==> src/rtl/uart_tx_top.sv <==
// UART transmitter: AXI-Stream slave into a circular FIFO, serialized as
// start / D_W data bits LSB-first / stop, one bit per B_TICK baud ticks.
module uart_tx_top #(
  parameter int unsigned D_W    = 8,
  parameter int unsigned B_TICK = 16,
  parameter int unsigned DEPTH  = 64
) (
  input  logic           clk,
  input  logic           rst,
  input  logic           b_clk,
  output logic           b_en,
  input  logic [D_W-1:0] s_axis_data,
  input  logic           s_axis_tvalid,
  output logic           s_axis_tready,
  output logic           tx_data,
  output logic           busy,
  output logic           ff_empty,
  output logic           ff_full
);

  localparam int unsigned AW = (DEPTH > 1) ? $clog2(DEPTH) : 1;
  localparam int unsigned CW = $clog2(DEPTH + 1);
  localparam int unsigned TW = (B_TICK > 1) ? $clog2(B_TICK) : 1;
  localparam int unsigned BW = (D_W > 1) ? $clog2(D_W) : 1;

  typedef enum logic [1:0] {S_IDLE, S_START, S_DATA, S_STOP} state_t;

  state_t          r_state;
  logic            r_tx;
  logic            r_busy;
  logic [TW-1:0]   r_tick;
  logic [BW-1:0]   r_bit;
  logic [D_W-1:0]  r_shift;
  logic [D_W-1:0]  r_mem [DEPTH];
  logic [AW-1:0]   r_wr_ptr;
  logic [AW-1:0]   r_rd_ptr;
  logic [CW-1:0]   r_count;

  logic            w_push;
  logic            w_pop;
  logic            w_tick_end;
  logic [D_W-1:0]  w_head;
  logic [D_W-1:0]  w_shift_nxt;

  assign ff_empty      = (r_count == CW'(0));
  assign ff_full       = (r_count == CW'(DEPTH));
  assign s_axis_tready = !ff_full;
  assign tx_data       = r_tx;
  assign busy          = r_busy;
  assign b_en          = r_busy;

  // Pop happens only from IDLE; push uses the pre-cycle full flag, so a pop at full never admits a push.
  assign w_push      = s_axis_tvalid && !ff_full;
  assign w_pop       = (r_state == S_IDLE) && !ff_empty;
  assign w_head      = r_mem[r_rd_ptr];
  assign w_tick_end  = b_clk && (r_tick == TW'(B_TICK - 1));
  assign w_shift_nxt = r_shift >> 1;

  // Storage array carries no reset; occupancy is tracked by pointers and count.
  always_ff @(posedge clk) begin
    if (w_push) begin
      r_mem[r_wr_ptr] <= s_axis_data;
    end
  end

  always_ff @(posedge clk) begin
    if (rst) begin
      r_wr_ptr <= '0;
      r_rd_ptr <= '0;
      r_count  <= '0;
    end else begin
      if (w_push) r_wr_ptr <= r_wr_ptr + AW'(1);
      if (w_pop)  r_rd_ptr <= r_rd_ptr + AW'(1);
      r_count <= r_count + CW'(w_push) - CW'(w_pop);
    end
  end

  // Frame sequencer; the tick counter runs only while a frame is in progress.
  always_ff @(posedge clk) begin
    if (rst) begin
      r_state <= S_IDLE;
      r_tx    <= 1'b1;
      r_busy  <= 1'b0;
      r_tick  <= '0;
      r_bit   <= '0;
      r_shift <= '0;
    end else begin
      if ((r_state != S_IDLE) && b_clk) begin
        r_tick <= w_tick_end ? TW'(0) : r_tick + TW'(1);
      end
      case (r_state)
        S_IDLE: begin
          if (!ff_empty) begin
            r_shift <= w_head;
            r_tick  <= '0;
            r_bit   <= '0;
            r_tx    <= 1'b0;
            r_busy  <= 1'b1;
            r_state <= S_START;
          end
        end
        S_START: begin
          if (w_tick_end) begin
            r_tx    <= r_shift[0];
            r_state <= S_DATA;
          end
        end
        S_DATA: begin
          if (w_tick_end) begin
            r_shift <= w_shift_nxt;
            if (r_bit == BW'(D_W - 1)) begin
              r_tx    <= 1'b1;
              r_state <= S_STOP;
            end else begin
              r_tx  <= w_shift_nxt[0];
              r_bit <= r_bit + BW'(1);
            end
          end
        end
        S_STOP: begin
          if (w_tick_end) begin
            r_busy  <= 1'b0;
            r_state <= S_IDLE;
          end
        end
        default: begin
          r_tx    <= 1'b1;
          r_busy  <= 1'b0;
          r_state <= S_IDLE;
        end
      endcase
    end
  end

endmodule

==> config.mk <==
export PLATFORM = sky130hd
export DESIGN_NAME = uart_tx_top
export DESIGN_NICKNAME = d
export VERILOG_FILES = /design/src/rtl/uart_tx_top.sv
export SDC_FILE = /design/constraint.sdc
export NUM_CORES = 1
export LEC_CHECK = 0
export CAP_MARGIN = 10
export CELL_PAD_IN_SITES_DETAIL_PLACEMENT = 1
export CELL_PAD_IN_SITES_GLOBAL_PLACEMENT = 1
export CORE_MARGIN = 10
export CORE_UTILIZATION = 25
export DETAILED_ROUTE_END_ITERATION = 10
export PLACE_DENSITY_LB_ADDON = 0.1
export SETUP_SLACK_MARGIN = 0.05
export SYNTH_ARGS = -nofsm -noshare
export SYNTH_HDL_FRONTEND = slang
export SYNTH_SLANG_ARGS = --single-unit
==> constraint.sdc <==
create_clock -name clk -period 3.61 [get_ports clk]
set_clock_uncertainty 0.15 [all_clocks]
set_input_delay 0.361 -clock clk [delete_from_list [all_inputs] [get_ports clk]]
set_output_delay 0.361 -clock clk [all_outputs]
set_load 0.01 [all_outputs]
# Yosys cells after proc, flatten, opt, wreduce, memory -nomap -nowiden
# Memory sizes are Yosys's and may differ from the RTL's. A register that Yosys moved wholly into a read port is not among the register bits.
# Cells that the tools add are included.
# word_totals
latch_bits,0
ramBits,512
inputBits,12
rom_bits,0
n_memories,1
output_inout_bits,6
ff_bits,38
wordCells,74
# memory_table
name,words,width,rd,rd_clocked_by_memory_dff,write_ports,line_no,text
r_mem,64,8,1,1,1,34,logic [D_W-1:0] r_mem [DEPTH];
# op_classes
n_div,0
n_addsub,6
reduce_logical,17
n_lt_le_gt_ge,0
eq_ne,12
bitwise_logic,0
shift,0
mux,29
n_mul,0
# op_table
op,n
two-way mux 4 bit,4
two-way mux 8 bit,2
case mux 8 bit (2 select lines),1
adder 6 x 1 -> 6 bit (second input constant),2
two-way mux 6 bit,2
!= test 2 bit (second input constant),6
two-way mux 2 bit,5
two-way mux 3 bit,3
two-way mux 1 bit,8
case mux 2 bit (4 select lines),1
AND reduction 4 bit,2
adder 7 x 1 -> 7 bit,1
equality test 7 bit (second input constant),1
logical NOT 7 bit,1
subtractor 7 x 1 -> 7 bit,1
case mux 3 bit (2 select lines),1
AND reduction 3 bit,2
nonzero test 2 bit,3
AND reduction 5 bit,1
adder 4 x 1 -> 4 bit (second input constant),1
equality test 2 bit (second input constant),2
equality test 4 bit (second input constant),1
logical AND 1 bit,4
adder 3 x 1 -> 3 bit (second input constant),1
7 further kinds,8

# Depth between registers and ports, before layout
# Gate-level depths: netlist of the first run.
# logic_depth
ltp_word,6
ltp_mapped,16
mapped_depth_nobuf,15

# Least setup slack after synthesis of the first run
# No wires, ideal clock.
# synth_path
kind,register to register
startpoint,reg r_count[2]
endpoint,reg r_count[6]
required_ps,3389
slack_ps,523
n_path_buf,1
arrival_ps,2866
period_less_slack_ps,3087
path_stages_with_launch,17
setup_time_ps,71
path_cell_list,dfxtp_1 inv_1 ha_1 nand4bb_1 or2_1 and2_1 buf_2 nand2_1 nand2_1 ha_1 fa_1 a21oi_1 o21bai_1 a21oi_1 nor2_1 or3_1 a21oi_1
# synth_via
elab_chain_len,5
word_cells_on_any_way,8
classes_between,add/sub: 2; eq/ne: 1; reduce/logical: 5
# synth_rtl
item,line_no,text
from (decl),37,logic [CW-1:0] r_count;
from (signal assigned),74,r_count <= r_count + CW'(w_push) - CW'(w_pop);
equality test 7 bit,46,assign ff_full = (r_count == CW'(DEPTH));
logical NOT 1 bit,-,
via s_axis_tready,14,"output logic s_axis_tready,"
logical AND 1 bit,53,assign w_push = s_axis_tvalid && !ff_full;
adder 7 x 1 -> 7 bit,74,
subtractor 7 x 1 -> 7 bit,74,
# The timed path passes the listed nets, and every way through them passes these cells.
# A chain may end at the register's enable or synchronous reset.

# Worst setup path after layout of the first run
# layout_path
startpoint,reg r_count[4]
endpoint,reg r_count[6]
# layout_via
elab_chain_len,5
word_cells_on_any_way,8
classes_between,add/sub: 2; eq/ne: 1; reduce/logical: 5
# layout_rtl
item,line_no
equality test 7 bit,46
logical NOT 1 bit,53
logical AND 1 bit,53
adder 7 x 1 -> 7 bit,74
subtractor 7 x 1 -> 7 bit (*),74
# Every way passes the cells marked *; elsewhere a longest branch is shown, timed or not.

==> results by group, run 1 <==
Synth
  – Post-synth top area share: 69.2%
  – Yosys reg bits: 556
  – Cells after Synth: 1223
  – Top cells by area in the synthesized netlist: edfxtp_1 69%, mux4_2 11%, dfxtp_1 4.0%
  – Synthesized area: approximately 22000 um^2
  – Avg Inst Size Synth: 18.2 um^2
  – Prevailing post-synth register cell: edfxtp_1
  – FFs w/ async S/R, synth: 0%
  – Syn nets: 1255
  – Post-synth cell types: 56
  – Post-synth EDFFs: 512
  – Area leader, netlist: edfxtp_1
  – Seq/Total Area, Yosys: 73.2%
  – Synth cell count leaders: 512 x edfxtp_1, 127 x nor2_1, 112 x mux4_2
  – Yosys warns: 0
  – Count leader, synth: edfxtp_1

Timing
  – Final Hold Vio Count: 0
  – Final Critical Period: 3.24 ns
  – Post-route setup TNS: 0 ns
  – Fin worst setup slack: 0.374 ns
  – Final setup vio count: 0
  – Max Fclk: 309 MHz
  – Slew Limit Fails: 0
  – Final worst path period share: 89.6%
  – Final hold slack: 0.0497 ns
  – Slew margin rel.: between 30% and 40%
  – Unrepaired setup endpoints after global routing: no
  – Measured slew at the worst slew-check pin: 0.963 ns

Final layout
  – Post-Layout Cell Count: about 2600
  – # diodes: 0
  – Layout cells sized above 1: 24.9%
  – Nets: 1393
  – P&R area growth vs syn: 19.5%

Drt
  – DRT Wirelength: 64300 um
  – Post-DR wirelength/cell: approximately 25 um
  – Drt first pass iters: 4
  – DR iter-0 viols: 760
  – Vias per cell: 4.53
  – Post-DRT Antenna Nets: 0
  – DRC: 0
  – Routed via count: 11693

Clock network
  – TritonCTS clock tree: built
  – Worst-case clock buffer depth: 3
  – CTS Hold Buffers Added: 0
  – Post-cts resize count: 0
  – Total clock sinks: 556
  – Clock transition at path regs: 0.05 ns
  – Inserted Clock Buffers: 68
  – H-tree depth: 3
  – Postcts setup bufs: 0
  – Root Driver: clkbuf_16
  – Worst skew pair latency: 0.62 ns

Critical path
  – CP Cell Sequence: inv_1 > ha_1 > nand4bb_1 > or2_1 > and2_1 > nand2_1 > nand2_1 > ha_1 > fa_1 > a21oi_1 > o21bai_1 > a21oi_1 > nor2_1 > or3_1 > a21oi_1
  – Crit-path leading delay family: simple AND/OR/NAND/NOR gates
  – Setup crit end kind: flop
  – CP Data Required Time: between 3 and 4 ns
  – Worst-path maximum fanout: 4
  – Crit-path slowest cell: fa_1
  – Crit path buffers/inverters: 1
  – Slowest stage delay, CP: 0.43 ns
  – Critical path's most frequent cell: a21oi_1
  – CP Class: reg -> reg
  – Worst EP arrival: 3.60 ns
  – Crit start category: flop
  – R2r setup slk: 0.37 ns

Run
  – Max-Cap Viols: 0

Global route
  – Grt ovf: 0
  – Initial antenna violation count: 2
  – Vias in the first global route: 12705
  – Largest net degree at the start of global routing: 65
  – First-pass GRT wire length: 93400 um
  – Gr usage total: 12.6%

Die
  – Die height: 318 um
  – Core footprint: just under 90000 um^2
  – Initial core utilization: between 20% and 30%
  – Die area: 101000 um^2
  – Die X: 318 um
  – I/O Pins: 18
  – Cell row count: approximately 110

Power
  – VDD IR max: about 0.0004 V
  – Tot Pwr: 17500 uW
  – Leakage: a little over 0.008 uW
  – Power Density: 659 nW/um^2

Hold path
  – Hold/Removal Path Class: in -> reg

Place
  – Routability Congestion: slightly above 0.7
  – Place WS: between 0.3 and 0.4 ns
  – Placed Cells: 2456
  – Detailed Place HPWL: 41100 um
  – Port Buffers: 17

Outcome
  – Status: complete, no violations
final cells by class:
cell class / count / area [um^2]
flip-flops and latches: 556 / 16300
repair buffers: 137 / 1130
clock buffers: 80 / 1760
well taps: 1165 / 1460
multi-input cells: 586 / 5500
clock inverters: 43 / 394
inverters: 12 / 45.0
fillers: 9036 / 61700
metrics by stage:
step,cell area (um^2),utilization (%)
6_report,26500,30.1
5_1_grt,26500,30.1
4_1_cts,26500,30.1
3_5_place_dp,24400,27.6
3_3_place_gp,24400,27.6
2_1_floorplan,22200,-
worst paths after layout:
path,startpoint,endpoint,cells after the start
hold / removal,s_axis_data[5],r_mem[0][5],1
setup / recovery,r_count[4],r_count[6],15
hold reg to reg,r_bit[0],r_bit[0],1
setup reg to reg,r_count[4],r_count[6],15
registers in the layout, indices dropped and copies added, names as in the netlist, named ones only:
register  count
r_tick        4
r_mem       512
b_en          1
r_bit         3
tx_data       1
r_count       7
r_rd_ptr      6
r_shift       8
r_wr_ptr      6
r_state       2
logic make-up (layout without fill, tap and decap cells):
logic type | count (synthesis) | in the layout | synth area share [%]
AOI/OAI and AO/OA | 118 | 118 | 3.63
muxes | 165 | 165 | 13.7
adders and majority gates | 20 | 20 | 1.16
buffers and inverters | 81 | 272 | 2.10
and+or+nand+nor | 269 | 269 | 5.65
xor gates and xnor gates | 14 | 14 | 0.552
DFF | 556 | 556 | 73.2
layout by cell type (no fill, tap or decap), types with 11 or more instances in the layout:
master     instances
edfxtp_1         512
o22ai_1           13
dfxtp_1           40
clkbuf_16         68
nand3_1           12
mux4_2           112
a21oi_1           34
a22oi_1           22
mux2i_1           52
buf_4            112
inv_1             11
clkbuf_1          11
nor4_1            12
clkinv_1          19
nor3_1            13
nor2_1           127
nand2_1           48
nand4_1           12
ha_1              19
report_power, final:
part | switching (uW) | internal (uW)
clock | 2800 | 3870
sequential | 277 | 7190
combinational | 1890 | 1490
per-layer routing:
metal	vias up	global-route usage, %	part of all wire, %
li1	5165	-	-
met5	-	0	0.020
met4	2	4.11	2.9
met3	99	1.82	2.5
met1	6267	16.9	47
met2	160	20.6	48
No activity file was read; power rests on OpenSTA's default activity.
==> run 2: changes to the inputs <==
CELL_PAD_IN_SITES_DETAIL_PLACEMENT = unset   (was 1)
CELL_PAD_IN_SITES_GLOBAL_PLACEMENT = unset   (was 1)
PLACE_DENSITY_LB_ADDON = unset   (was 0.1)
SETUP_SLACK_MARGIN = 0.5   (was 0.05)
==> run 2 against run 1 <==
- total power fell by 9.6%
- utilization fell by 0.88 points
- first-iteration DRC count rose by 63%
- final cell count fell by 2.1%
- critical path depth fell by 9
- global-route usage fell by 2.6 points
- combinational power fell by 7.7%
- cell area fell by 2.9%
- flip-flop and latch count did not move
- routed wire length fell by 20%
- critical endpoint is now r_shift[1]
==> results by group, run 2 (synthesis gave the netlist of run 1 again) <==
Outcome
  – Status: complete, no violations

Critical path
  – Setup crit end kind: flop
  – Crit-path slowest cell: dfxtp_4
  – Slowest stage delay, CP: 0.82 ns (+0.39 ns)
  – Crit start category: flop
  – Worst reg-to-reg path cell count: 6 (-9)
  – Worst EP arrival: 3.42 ns (-0.18 ns)
  – CP Class: reg -> reg
  – R2r setup slk: 0.55 ns (+0.18 ns)
  – CP Cell Sequence: buf_4 > mux4_2 > nor4_1 > nor4_1 > o21ai_1 > a2111oi_2
  – CP Data Required Time: 3.97 ns (about the same)
  – Crit path buffers/inverters: 1 (unchanged)
  – Worst-path maximum fanout: 37 (+33)
  – FF-to-FF End: r_shift[1]
  – Crit-path leading delay family: flip-flops
  – Critical path's most frequent cell: nor4_1

Drt
  – WL met3: 3350 um (+110%)
  – Top layer in use: met5
  – Vias per cell: 4.56 (+0.67%)
  – Routed via count: 11525 (-1.4%)
  – Drt first pass iters: 5 (+1)
  – DR iter-0 viols: 1240 (+63%)
  – Met2 wire length: 24600 um (-20%)
  – Post-DR wirelength/cell: 20.4 um (-18%)
  – Wire length on met1: 22600 um (-25%)
  – DRC: 0 (unchanged)
  – Post-DRT Antenna Nets: 0 (unchanged)
  – DRT Wirelength: 51500 um (-20%)

Hold path
  – Hold endpoint: r_mem[25][4]
  – Hold/Removal Path Class: in -> reg
  – Worst hold path stage count: 1 (unchanged)
  – Hold Crit Start: s_axis_data[4]

Global route
  – Gr usage total: 9.94% (-2.6 points)
  – Vias in the first global route: 12012 (-5.5%)
  – Grt ovf: 0 (unchanged)
  – Largest net degree at the start of global routing: 46 (-29%)
  – Initial antenna violation count: 2 (unchanged)
  – First-pass GRT wire length: 78100 um (-16%)

Place
  – Port Buffers: 17 (unchanged)
  – Place WS: 0.322 ns (-0.0179 ns)
  – Placed Cells: 2421 (-1.4%)
  – Detailed Place HPWL: 33300 um (-19%)
  – Routability Congestion: 0.800 (+12%)

Final layout
  – Layout cells sized above 1: 22.6% (-2.2 points)
  – P&R area growth vs syn: 16.0%
  – Fillcell total: 8602 (-4.8%)
  – Top Registers: r_mem: 512 flops, r_shift: 8 flops, r_count: 7 flops
  – Max reg flops: 512 (unchanged)
  – Register Area: 16300 um^2 (unchanged)
  – Multi-input gate area: 5520 um^2 (+0.41%)
  – Post-Layout Cell Count: 2525 (-2.1%)
  – Commonest non-fill, non-tap cell in the layout: edfxtp_1
  – Nets: 1348 (-3.2%)
  – # diodes: 0 (unchanged)
  – Most frequent cells in the layout: 512 x edfxtp_1, 123 x nor2_1, 112 x mux4_2, 85 x buf_4, 54 x clkbuf_16
  – Finished Core Util: 29.2% (-0.88 points)
  – Reg with most FFs: r_mem

Die
  – Die X: 318 um (unchanged)
  – Initial core utilization: 25.2% (unchanged)
  – Cell row count: 109 (unchanged)
  – I/O Pins: 18 (unchanged)
  – Die height: 318 um (unchanged)
  – Die area: 101000 um^2 (unchanged)
  – Core footprint: 88200 um^2 (unchanged)

Timing
  – Slew margin rel.: 32.0% (-3.8 points)
  – Final Hold Vio Count: 0 (unchanged)
  – Final setup vio count: 0 (unchanged)
  – Final hold slack: 0.102 ns (+0.0528 ns)
  – Post-route setup TNS: 0 ns (unchanged)
  – Measured slew at the worst slew-check pin: 1.02 ns (+0.0574 ns)
  – Unrepaired setup endpoints after global routing: yes
  – Max Fclk: 327 MHz (+5.8%)
  – Fin worst setup slack: 0.551 ns (+0.177 ns)
  – Final worst path period share: 84.7% (-4.9 points)
  – Slew Limit Fails: 0 (unchanged)
  – Final Critical Period: 3.06 ns (-0.177 ns)

Clock network
  – Clock transition at path regs: 0.06 ns (about the same)
  – Total clock sinks: 556 (unchanged)
  – CTS Hold Buffers Added: 0 (unchanged)
  – Worst skew pair latency: 0.62 ns (about the same)
  – TritonCTS clock tree: built
  – Root Driver: clkbuf_16
  – Inserted Clock Buffers: 54 (-21%)
  – Worst-case clock buffer depth: 3 (unchanged)
  – H-tree depth: 2 (-1)

Power
  – Power Density: 614 nW/um^2 (-6.9%)
  – Leakage: 0.00786 uW (-5.3%)
  – VDD IR max: 0.000425 V (+5.9%)

Run
  – Max-Cap Viols: 0 (unchanged)
## run 2: changes by cell type in the layout (fill, tap and decap cells not counted), sizes merged
cell,previous run,this run
clkbuf,80,64
clkinvlp,1,3
buf,129,98
bufinv,5,1
inv,16,14
clkinv,33,30
## run 2: through the flow
step,total power (uW),area [um^2]
4_1_cts,15900,25700
5_1_grt,16500,25800
3_5_place_dp,10700,24100
2_1_floorplan,9730,22200
3_3_place_gp,10600,24100
6_report,15800,25800
## run 2: report_power, final
| group | internal, uW | switching, uW |
|---|---|---|
| Sequential | 7180 | 288 |
| Combinational | 1450 | 1670 |
| Clock | 2830 | 2400 |
## run 2: area by class of cell
class / count / area share [%]
well taps: 1165 / 5.66
inverters: 12 / 0.175
repair buffers: 106 / 3.27
clock buffers: 64 / 5.39
multi-input cells: 586 / 21.4
clock inverters: 36 / 0.937
flip-flops and latches: 556 / 63.1
## run 2: worst max path at each step
stage / slack [ns] / depth (start not counted) / endpoint
after floorplan: 0.52 / 16 / r_count[6]
after global placement: 0.49 / 15 / r_count[6]
after detailed placement: 0.32 / 8 / r_mem[47][4]
after CTS: 0.51 / 8 / r_mem[23][6]
after global routing: 0.35 / 15 / r_count[6]
final: 0.55 / 6 / r_shift[1]
## run 2: what timing repair did
| action | CTS | global route |
|---|---|---|
| pin swaps | 1 | 2 |
| buffers inserted | 2 | 2 |
| endpoints found under the hold margin | 0 | 0 |
| resized for setup | 6 | 4 |
| setup endpoints to repair | 33 | 49 |
## run 2: layer usage
layer / GRT usage [%] / vias to the layer above
met2: 15.9 / 365
met1: 13.4 / 6003
met4: 2.63 / 2
li1: - / 5083
met3: 2.21 / 72
met5: 0 / -
## run 2: worst register-to-register path, cell delays in order, from the launching register on
cell	delay [ns]
dfxtp_4	0.82
buf_4	0.38
mux4_2	0.25
nor4_1	0.06
nor4_1	0.61
o21ai_1	0.34
a2111oi_2	0.35
